<file path="src/rtl/puf_pkg.sv">
// Shared definitions for the arbiter-PUF response collector:
// FSM state encoding, default parameter values and the vote-counter width helper.
package puf_pkg;

  localparam int CHAL_W_DEF     = 8;
  localparam int RESP_W_DEF     = 8;
  localparam int REPEAT_DEF     = 3;
  localparam int SETTLE_CYC_DEF = 4;

  localparam logic [2:0] ST_IDLE   = 3'd0;
  localparam logic [2:0] ST_SETUP  = 3'd1;
  localparam logic [2:0] ST_FIRE   = 3'd2;
  localparam logic [2:0] ST_SAMPLE = 3'd3;
  localparam logic [2:0] ST_DONE   = 3'd4;

  // Bits needed to count 0..rep ones during a vote.
  function automatic int vote_w(input int rep);
    return (rep < 1) ? 1 : $clog2(rep + 1);
  endfunction

endpackage

</file>
<file path="src/rtl/puf_sync.sv">
// Two-flop synchronizer bringing the asynchronous arbiter output into clk.
module puf_sync (
  input  logic clk,
  input  logic rst,
  input  logic d,
  output logic q
);

  logic r_meta;
  logic r_q;

  // Double-register the asynchronous input to resolve metastability.
  always_ff @(posedge clk or posedge rst) begin
    if (rst) begin
      r_meta <= 1'b0;
      r_q    <= 1'b0;
    end else begin
      r_meta <= d;
      r_q    <= r_meta;
    end
  end

  assign q = r_q;

endmodule

</file>
<file path="src/rtl/puf_response_collector.sv">
// Arbiter-PUF response collector: drives challenge and launch pulse, samples the
// synchronized arbiter output, majority-votes REPEAT evaluations per challenge and
// packs RESP_W voted bits into a word handed out over valid/ready.
// Optional macro PUF_STABILITY_EN adds unstable_mask (non-unanimous vote per bit).
module puf_response_collector
  import puf_pkg::*;
#(
  parameter int CHAL_W     = CHAL_W_DEF,
  parameter int RESP_W     = RESP_W_DEF,
  parameter int REPEAT     = REPEAT_DEF,
  parameter int SETTLE_CYC = SETTLE_CYC_DEF
) (
  input  logic              clk,
  input  logic              rst,
  input  logic              start,
  input  logic [CHAL_W-1:0] seed_challenge,
  output logic              busy,
  output logic [CHAL_W-1:0] puf_challenge,
  output logic              puf_pulse,
  input  logic              puf_response,
  output logic [RESP_W-1:0] resp_data,
  output logic              resp_valid,
  input  logic              resp_ready
`ifdef PUF_STABILITY_EN
  ,
  output logic [RESP_W-1:0] unstable_mask
`endif
);

  localparam int ONES_W = vote_w(REPEAT);
  localparam int K_W    = $clog2(RESP_W + 1);
  localparam int R_W    = $clog2(REPEAT + 1);
  localparam int C_W    = $clog2(SETTLE_CYC + 1);

  logic [2:0]        r_state;
  logic [C_W-1:0]    r_cnt;
  logic [K_W-1:0]    r_k;
  logic [R_W-1:0]    r_r;
  logic [ONES_W-1:0] r_ones;
  logic [CHAL_W-1:0] r_chal;
  logic              r_pulse;
  logic              r_busy;
  logic              r_valid;
  logic [RESP_W-1:0] r_data;

  logic              w_sync;
  logic [ONES_W-1:0] w_ones_next;
  logic              w_vote;
  logic [RESP_W-1:0] w_bitsel;
  logic              w_last_rep;
  logic              w_last_bit;
  logic              w_cnt_done;

  // The arbiter output is only ever observed through this synchronizer.
  puf_sync u_sync (
    .clk (clk),
    .rst (rst),
    .d   (puf_response),
    .q   (w_sync)
  );

  assign w_ones_next = r_ones + ONES_W'(w_sync);
  assign w_vote      = (w_ones_next > ONES_W'(REPEAT / 2));
  assign w_bitsel    = RESP_W'(1) << r_k;
  assign w_last_rep  = (r_r == R_W'(REPEAT - 1));
  assign w_last_bit  = (r_k == K_W'(RESP_W - 1));
  assign w_cnt_done  = (r_cnt == C_W'(SETTLE_CYC - 1));

`ifdef PUF_STABILITY_EN
  logic [RESP_W-1:0] r_mask;
  logic              w_unstable;

  assign w_unstable = (w_ones_next != '0) && (w_ones_next != ONES_W'(REPEAT));

  // Record per-bit vote disagreement at the same moment the voted bit is stored.
  always_ff @(posedge clk or posedge rst) begin
    if (rst) begin
      r_mask <= '0;
    end else if (r_state == ST_SAMPLE && w_last_rep) begin
      r_mask <= w_unstable ? (r_mask | w_bitsel) : (r_mask & ~w_bitsel);
    end
  end

  assign unstable_mask = r_mask;
`endif

  // Evaluation sequencer: settle challenge, hold launch pulse, sample, vote, hand off.
  always_ff @(posedge clk or posedge rst) begin
    if (rst) begin
      r_state <= ST_IDLE;
      r_cnt   <= '0;
      r_k     <= '0;
      r_r     <= '0;
      r_ones  <= '0;
      r_chal  <= '0;
      r_pulse <= 1'b0;
      r_busy  <= 1'b0;
      r_valid <= 1'b0;
      r_data  <= '0;
    end else begin
      case (r_state)
        ST_IDLE: begin
          if (start && !r_valid) begin
            r_chal  <= seed_challenge;
            r_k     <= '0;
            r_r     <= '0;
            r_ones  <= '0;
            r_cnt   <= '0;
            r_busy  <= 1'b1;
            r_state <= ST_SETUP;
          end
        end
        ST_SETUP: begin
          if (w_cnt_done) begin
            r_cnt   <= '0;
            r_pulse <= 1'b1;
            r_state <= ST_FIRE;
          end else begin
            r_cnt <= r_cnt + C_W'(1);
          end
        end
        ST_FIRE: begin
          if (w_cnt_done) begin
            r_cnt   <= '0;
            r_state <= ST_SAMPLE;
          end else begin
            r_cnt <= r_cnt + C_W'(1);
          end
        end
        ST_SAMPLE: begin
          // Pulse falls here, so the challenge only moves while the pulse is low.
          r_pulse <= 1'b0;
          if (!w_last_rep) begin
            r_ones  <= w_ones_next;
            r_r     <= r_r + R_W'(1);
            r_state <= ST_SETUP;
          end else begin
            r_data <= w_vote ? (r_data | w_bitsel) : (r_data & ~w_bitsel);
            r_ones <= '0;
            r_r    <= '0;
            if (!w_last_bit) begin
              r_k     <= r_k + K_W'(1);
              r_chal  <= r_chal + CHAL_W'(1);
              r_state <= ST_SETUP;
            end else begin
              r_state <= ST_DONE;
            end
          end
        end
        ST_DONE: begin
          if (!r_valid) begin
            r_valid <= 1'b1;
            r_busy  <= 1'b0;
          end else if (resp_ready) begin
            r_valid <= 1'b0;
            r_state <= ST_IDLE;
          end
        end
        default: r_state <= ST_IDLE;
      endcase
    end
  end

  assign busy          = r_busy;
  assign puf_challenge = r_chal;
  assign puf_pulse     = r_pulse;
  assign resp_data     = r_data;
  assign resp_valid    = r_valid;

endmodule

</file>
<file path="config.mk">
export PLATFORM = sky130hd
export DESIGN_NAME = puf_response_collector
export DESIGN_NICKNAME = d
export VERILOG_FILES = /design/src/rtl/puf_pkg.sv /design/src/rtl/puf_sync.sv /design/src/rtl/puf_response_collector.sv
export SDC_FILE = /design/constraint.sdc
export NUM_CORES = 1
export LEC_CHECK = 0
export CELL_PAD_IN_SITES_DETAIL_PLACEMENT = 0
export CELL_PAD_IN_SITES_GLOBAL_PLACEMENT = 1
export CORE_MARGIN = 5
export CORE_UTILIZATION = 42
export CTS_BUF_LIST = sky130_fd_sc_hd__clkbuf_8
export DETAILED_ROUTE_END_ITERATION = 7
export HOLD_SLACK_MARGIN = 0.15
export PLACE_DENSITY = 0.81
export SKIP_CTS_REPAIR_TIMING = 1
export SLEW_MARGIN = 10
export SYNTH_ARGS = -nofsm -noshare
export SYNTH_HDL_FRONTEND = slang
export SYNTH_SLANG_ARGS = --single-unit
</file>
<file path="constraint.sdc">
create_clock -name clk -period 1.95 [get_ports clk]
set_clock_uncertainty 0.05 [all_clocks]
set_input_delay 0.39 -clock clk [delete_from_list [all_inputs] [get_ports clk]]
set_output_delay 0.39 -clock clk [all_outputs]
set_load 0.02 [all_outputs]
</file>
==> impl_metrics.tcl, run 1 <==
set metrics [dict create \
    grt-busiest-layer "met2" \
    crit_fanout 6 \
    worstPathRequired_ns 1.51 \
    min_path_cells 0 \
    dpl.hpwl_mm 3.08 \
    synth-seq-cells 35 \
    die_area_um2 5950 \
    cts_made_buffers 5 \
    io_pins 32 \
    synthMuxAreaShare_pct 6.41 \
    gr-usage-met1_pct 20.0 \
    grt_pass1_vias 1606 \
    cp_top_family "buffers and inverters" \
    synthFlopType "dfrtp_1" \
    r2r-end "puf_challenge[2]$_DFFE_PP0P_" \
    ant_nets 0 \
    status "completed" \
    synth_compound_area_share_pct 18.1 \
    placedCellCount 271 \
    synth_seq_area_share_pct 46.3 \
    cts_htree_levels 2 \
    die_h_um 77.1 \
    critPathLaunch "puf_challenge[0]$_DFFE_PP0P_" \
    synth_area_leaders "dfrtp_1 46%, ha_1 5.9%, mux2_1 4.8%, nand2_1 2.8%, o21ai_1 2.6%" \
    crit_path_end_kind "primary output" \
    rsz0062_at_grt "false" \
    stdcell_count 279 \
    crit_slowest_cell "clkdlybuf4s50_1" \
    grt-ovfl-total 0 \
    tightest_slew_ns 0.509 \
    final_area_um2 2430 \
    p_leak_nw 1.05 \
    synth_top_area_share_pct 46.3 \
    cts.path.max_buffers 2 \
    synth_top_cell_by_area "dfrtp_1" \
    reg2reg_slack_ns 0.15 \
    nets 248 \
    synth-edff-count 0 \
    clk_pin_slew_ns 0.07 \
    synth-xor-area-share_pct 0.925 \
    grt_max_degree 36 \
    via_count 1539 \
    drive_above_1_share_pct 12.3 \
    rows 24 \
    grt_use_met3_pct 4.45 \
    r2r_start "r_k[0]$_DFFE_PP0P_" \
    die_w_um 77.1 \
    cts_root_buf "clkbuf_8" \
    synthSimpleGateAreaFrac_pct 18.1 \
    grtUsageMet2_pct 24.6 \
    synth_cell_type_count 45 \
    crit_chain "clkdlybuf4s50_1" \
    final_max_slew_viol_count 0 \
    drtPass1Iterations 4 \
    power_density_nw_per_um2 1270 \
    synth_warnings 0 \
    r2r_cells 7 \
    finalSetupTns_ns 0 \
    clk_latency_ns 0.29 \
    hold_end "u_sync.q$_DFF_PP0_" \
    start_util_pct 43.5 \
    synth_top_family_by_area "simple AND/OR/NAND/NOR gates" \
    synth_fa_ha_area_share_pct 5.95 \
    syn_avg_cell_area_um2 10.2 \
    startpoint_type "flip-flop" \
    clock.fmax_ghz 0.548 \
    routed_wl_mm 4.21 \
    cts_sinks 35 \
    synth_area_um2 1890 \
    place_area_um2 2330 \
    drc 0 \
    slowest_delay_ns 0.64 \
    path_buf_inv 1 \
    syn_inst 185 \
    timing.final.crit_share_pct 93.6 \
    arrival_ns 1.39 \
    wl_per_cell_um 15.1 \
    slew_headroom_pct 65.9 \
    gp_congestion 0.828 \
    cts_tree "yes" \
    crit_type "reg2out" \
    min_from "u_sync.r_meta$_DFF_PP0_" \
    grt_use_total_pct 15.6 \
    via_per_inst 5.52 \
    io_buffers 31 \
    async_reset_ff_share_pct 100 \
    drv_cap 0 \
    area_growth_pct 28.5 \
    ir_worst_vdd_v 0.000532 \
    fin_crit_ns 1.83 \
    antenna_found_initial 0 \
    n_antenna_cell 0 \
    dr.first_iter.drc_count 84 \
    grt_pass1_wl_mm 7.65 \
    syn-num-nets 207 \
    core_um2 4350 \
    hp-class "reg2reg" \
    finalHoldViolations 0 \
    fin_hold_ws_ns 0.309 \
    finalSetupViolCount 0 \
]
==> how the worst max path moves through the flow <==
stage	endpoint	slack, ns	cells after the start
3_5_place_dp	puf_challenge[0]$_DFFE_PP0P_	-0.08	5
6_report	puf_challenge[0]	0.12	1
4_1_cts	resp_valid	0.10	1
5_1_grt	puf_challenge[5]$_DFFE_PP0P_	0.003	7
3_3_place_gp	r_k[0]$_DFFE_PP0P_	-0.01	6
2_1_floorplan	r_ones[0]$_DFFE_PP0P_	0.32	3
==> final cells by class <==
cell class                 instances  area, um2
clock inverter                     1       3.75
timing repair buffer              45        428
multi-input combinational        132        937
sequential                        35        876
inverter                           7       26.3
clock buffer                       7       96.3
fill                             410       1920
tap                               52       65.1
==> cells in the mapped netlist (2+ instances only) <==
cell / number
dfrtp_1: 35
nand2_1: 14
o21ai_1: 10
a21oi_1: 9
ha_1: 9
nor2_1: 9
mux2_1: 8
inv_1: 7
o21ai_0: 7
clkbuf_1: 6
nand3_1: 6
a2bb2oi_1: 5
a31oi_1: 5
nor3_1: 5
buf_2: 4
o22ai_1: 4
a211oi_1: 3
nor2b_1: 3
a21o_1: 2
a22o_1: 2
mux2i_1: 2
nand2b_1: 2
nand3b_1: 2
nand4_1: 2
nor4b_2: 2
o22a_1: 2
o31ai_2: 2
==> through the flow <==
stage          power (mW)  worst slack, ns  util, %
3_5_place_dp         2.53          -0.0783     53.6
6_report             3.09            0.125     55.9
3_3_place_gp         2.48          -0.0144     53.6
4_1_cts              3.12            0.100     55.9
5_1_grt              3.33          0.00250     55.9
2_1_floorplan        2.02            0.324        -
==> cell usage in the layout (no fill, tap or decap), drive strengths merged, types with 2 or more instances in the layout <==
cell type / count
a211oi: 3
a21o: 2
a21oi: 9
a22o: 2
a2bb2oi: 5
a31oi: 5
buf: 14
clkbuf: 7
clkdlybuf4s50: 31
dfrtp: 35
ha: 9
inv: 8
mux2: 9
mux2i: 2
nand2: 14
nand2b: 2
nand3: 6
nand3b: 3
nand4: 2
nor2: 9
nor2b: 3
nor3: 5
nor4: 2
nor4b: 2
o21ai: 17
o22a: 2
o22ai: 4
o31ai: 3
==> power by group <==
| group | internal [mW] | switching (mW) |
|---|---|---|
| Clock | 0.317 | 0.262 |
| Sequential | 0.952 | 0.267 |
| Combinational | 0.632 | 0.662 |
| Total | 1.90 | 1.19 |
==> routing by layer <==
metal,wire (um),vias to the layer above
met2,2010,23
met3,163,4
met1,1980,753
met4,65,0
met5,0,-
li1,-,759
==> cells by family after synthesis <==
group,Yosys count
muxes,11
xor gates and xnor gates,2
adders and majority gates,9
DFF,35
and+or+nand+nor,57
AOI/OAI and AO/OA,53
buffers and inverters,18
Power figures use the tool's default switching activity.
==> inputs of run 2 (changes only) <==
Settings changed: SLEW_MARGIN 10 to 30.
==> results of run 2 <==
Same layout as run 1: the final DEF is identical, and so are final timing and power.
==> inputs of run 3 (changes only) <==
Settings changed: ABC_AREA set to 1, CORE_UTILIZATION 42 to 41, PLACE_DENSITY 0.81 to 0.82.
==> run 3 against run 2 <==
Combinational power decreased by 96%. Setup slack improved by 0.0013 ns. Maximum frequency about the same. Area after synthesis increased by 0.73%. Design area decreased by 1.4%. First-iteration DRC count decreased by 21%. Sequential power decreased by 40%. Power decreased by 53%. Flip-flop and latch count unchanged. Non-clock buffer count decreased by 9. Final cell count increased by 15%.
==> impl_metrics.tcl, run 3 <==
set metrics [dict create \
    ant_nets 0 \
    synth-seq-cells 35 \
    ir_worst_vdd_v 0.000299 \
    crit_fanout 6 \
    timing.final.crit_share_pct 93.5 \
    synthFlopType "dfrtp_1" \
    synth_warnings 0 \
    worstPathRequired_ns 1.51 \
    power_density_nw_per_um2 607 \
    grt-ovfl-total 0 \
    crit_path_end_kind "primary output" \
    min_path_cells 0 \
    r2r-end "r_k[2]$_DFFE_PP0P_" \
    clock.fmax_ghz 0.548 \
    cts.path.max_buffers 2 \
    slowest_delay_ns 0.65 \
    slew_headroom_pct 70.4 \
    synth_seq_area_share_pct 45.9 \
    synth_area_leaders "dfrtp_1 46%, nand2_1 13%, nand3_1 6.3%, ha_1 5.9%, inv_1 3.9%" \
    finalHoldViolations 0 \
    cts_made_buffers 5 \
    start_util_pct 42.9 \
    layout_commonest_cell "nand2_1" \
    syn_inst 230 \
    critPathLaunch "puf_challenge[3]$_DFFE_PP0P_" \
    area_growth_pct 25.7 \
    n_antenna_cell 0 \
    reg2reg_slack_ns 0.40 \
    crit_slowest_cell "clkdlybuf4s50_1" \
    syn_avg_cell_area_um2 8.29 \
    gp_congestion 0.753 \
    via_per_inst 4.88 \
    rows 24 \
    synth-edff-count 0 \
    fin_crit_ns 1.82 \
    tightest_slew_ns 0.443 \
    wl_per_cell_um 11.7 \
    crit_type "reg2out" \
    io_pins 32 \
    routed_wl_mm 3.75 \
    r2r_start "r_k[0]$_DFFE_PP0P_" \
    netlist_top_cells_count "68 x nand2_1, 35 x dfrtp_1, 24 x nand3_1, 20 x inv_1, 15 x nor2_1" \
    clk_latency_ns 0.28 \
    arrival_ns 1.38 \
    place_area_um2 2280 \
    cts_root_buf "clkbuf_8" \
    crit_chain "clkdlybuf4s50_1" \
    finalSetupViolCount 0 \
    syn-num-nets 252 \
    hold_end "u_sync.q$_DFF_PP0_" \
    p_leak_nw 1.11 \
    design_power_total_mw 1.45 \
    core_um2 4440 \
    cts_tree "yes" \
    drv_cap 0 \
    grt_pass1_vias 1494 \
    stdcell_count 321 \
    startpoint_type "flip-flop" \
    grt-busiest-layer "met2" \
    synth_area_um2 1910 \
    drive_above_1_share_pct 13.8 \
    die_area_um2 6110 \
    path_buf_inv 1 \
    final_max_slew_viol_count 0 \
    hp-class "reg2reg" \
    grtUsageMet2_pct 21.7 \
    dpl.hpwl_mm 2.71 \
    cts_htree_levels 2 \
    cts_sinks 35 \
    grt_pass1_wl_mm 6.98 \
    async_reset_ff_share_pct 100 \
    status "completed" \
    antenna_found_initial 0 \
    placedCellCount 313 \
    synth_top_cell_by_area "dfrtp_1" \
    synthMostInstantiatedCell "nand2_1" \
    die_w_um 78.2 \
    final_area_um2 2400 \
    drtPass1Iterations 4 \
    r2r_cells 9 \
    io_buffers 31 \
    cp_top_family "buffers and inverters" \
    rsz0062_at_grt "false" \
    finalSetupTns_ns 0 \
    grt_max_degree 36 \
    dr.first_iter.drc_count 66 \
    drc 0 \
    nets 290 \
    fin_util_pct 53.9 \
    synth_cell_type_count 27 \
    layout_common_cells "68 x nand2_1, 35 x dfrtp_1, 31 x clkdlybuf4s50_1" \
    via_count 1565 \
    die_h_um 78.2 \
    grt_use_total_pct 14.3 \
    clk_pin_slew_ns 0.07 \
    grt_use_met3_pct 3.78 \
    gr-usage-met1_pct 19.8 \
    synth_top_area_share_pct 45.9 \
    min_from "u_sync.r_meta$_DFF_PP0_" \
]
[run 3: metal layers]
layer / wire (um) / vias up
met5: 0 / -
met4: 55 / 0
met3: 157 / 6
met2: 1680 / 34
met1: 1860 / 708
li1: - / 817
[run 3: per-stage QoR]
stage	hold slack, ns	setup WS (ns)
finish	0.300	0.126
global route	0.325	0.0292
CTS	0.302	0.0953
detailed placement	0.285	0.268
global placement	0.282	0.290
floorplan	0.281	0.573
[run 3: kinds of logic (layout without fill, tap and decap cells)]
family / after synthesis / count (layout) / synth area share (%)
AOI/OAI and AO/OA: 25 / 25 / 7.61
xor gates and xnor gates: 4 / 4 / 1.84
adders and majority gates: 9 / 9 / 5.91
buffers and inverters: 26 / 65 / 6.23
DFF: 35 / 35 / 45.9
and+or+nand+nor: 131 / 131 / 32.5
[run 3: how the worst max path moves through the flow]
| stage | end | slack, ns | cells past startpoint |
|---|---|---|---|
| 5_1_grt | puf_challenge[3] | 0.03 | 1 |
| 6_report | puf_challenge[3] | 0.13 | 1 |
| 4_1_cts | puf_challenge[3] | 0.1 | 1 |
| 2_1_floorplan | r_k[2]$_DFFE_PP0P_ | 0.57 | 9 |
| 3_3_place_gp | puf_challenge[0]$_DFFE_PP0P_ | 0.29 | 8 |
| 3_5_place_dp | r_k[2]$_DFFE_PP0P_ | 0.27 | 8 |
[run 3: area by class of cell]
cell class | instances | area (um2)
Multi-Input combinational cell | 169 | 912
Timing Repair Buffer | 36 | 348
Tap cell | 52 | 65.1
Fill cell | 427 | 2050
Clock buffer | 6 | 82.6
Inverter | 21 | 78.8
Clock inverter | 2 | 35.0
Sequential cell | 35 | 876
[run 3: worst reg2reg max path: cells and delay by family, from the launching register on]
family / cells / cell delay, ns
AO/OA/AOI/OAI: 1 / 0.06
adder cells (fa/ha/maj): 1 / 0.26
buffers and inverters: 2 / 0.26
flip-flops: 1 / 0.43
AND/OR/NAND/NOR: 5 / 0.42
[run 3: power by group]
group          internal [mW]  total, mW  switching, mW
Clock                  0.414      0.673          0.260
Combinational         0.0298     0.0537         0.0239
Sequential             0.728      0.728       0.000441
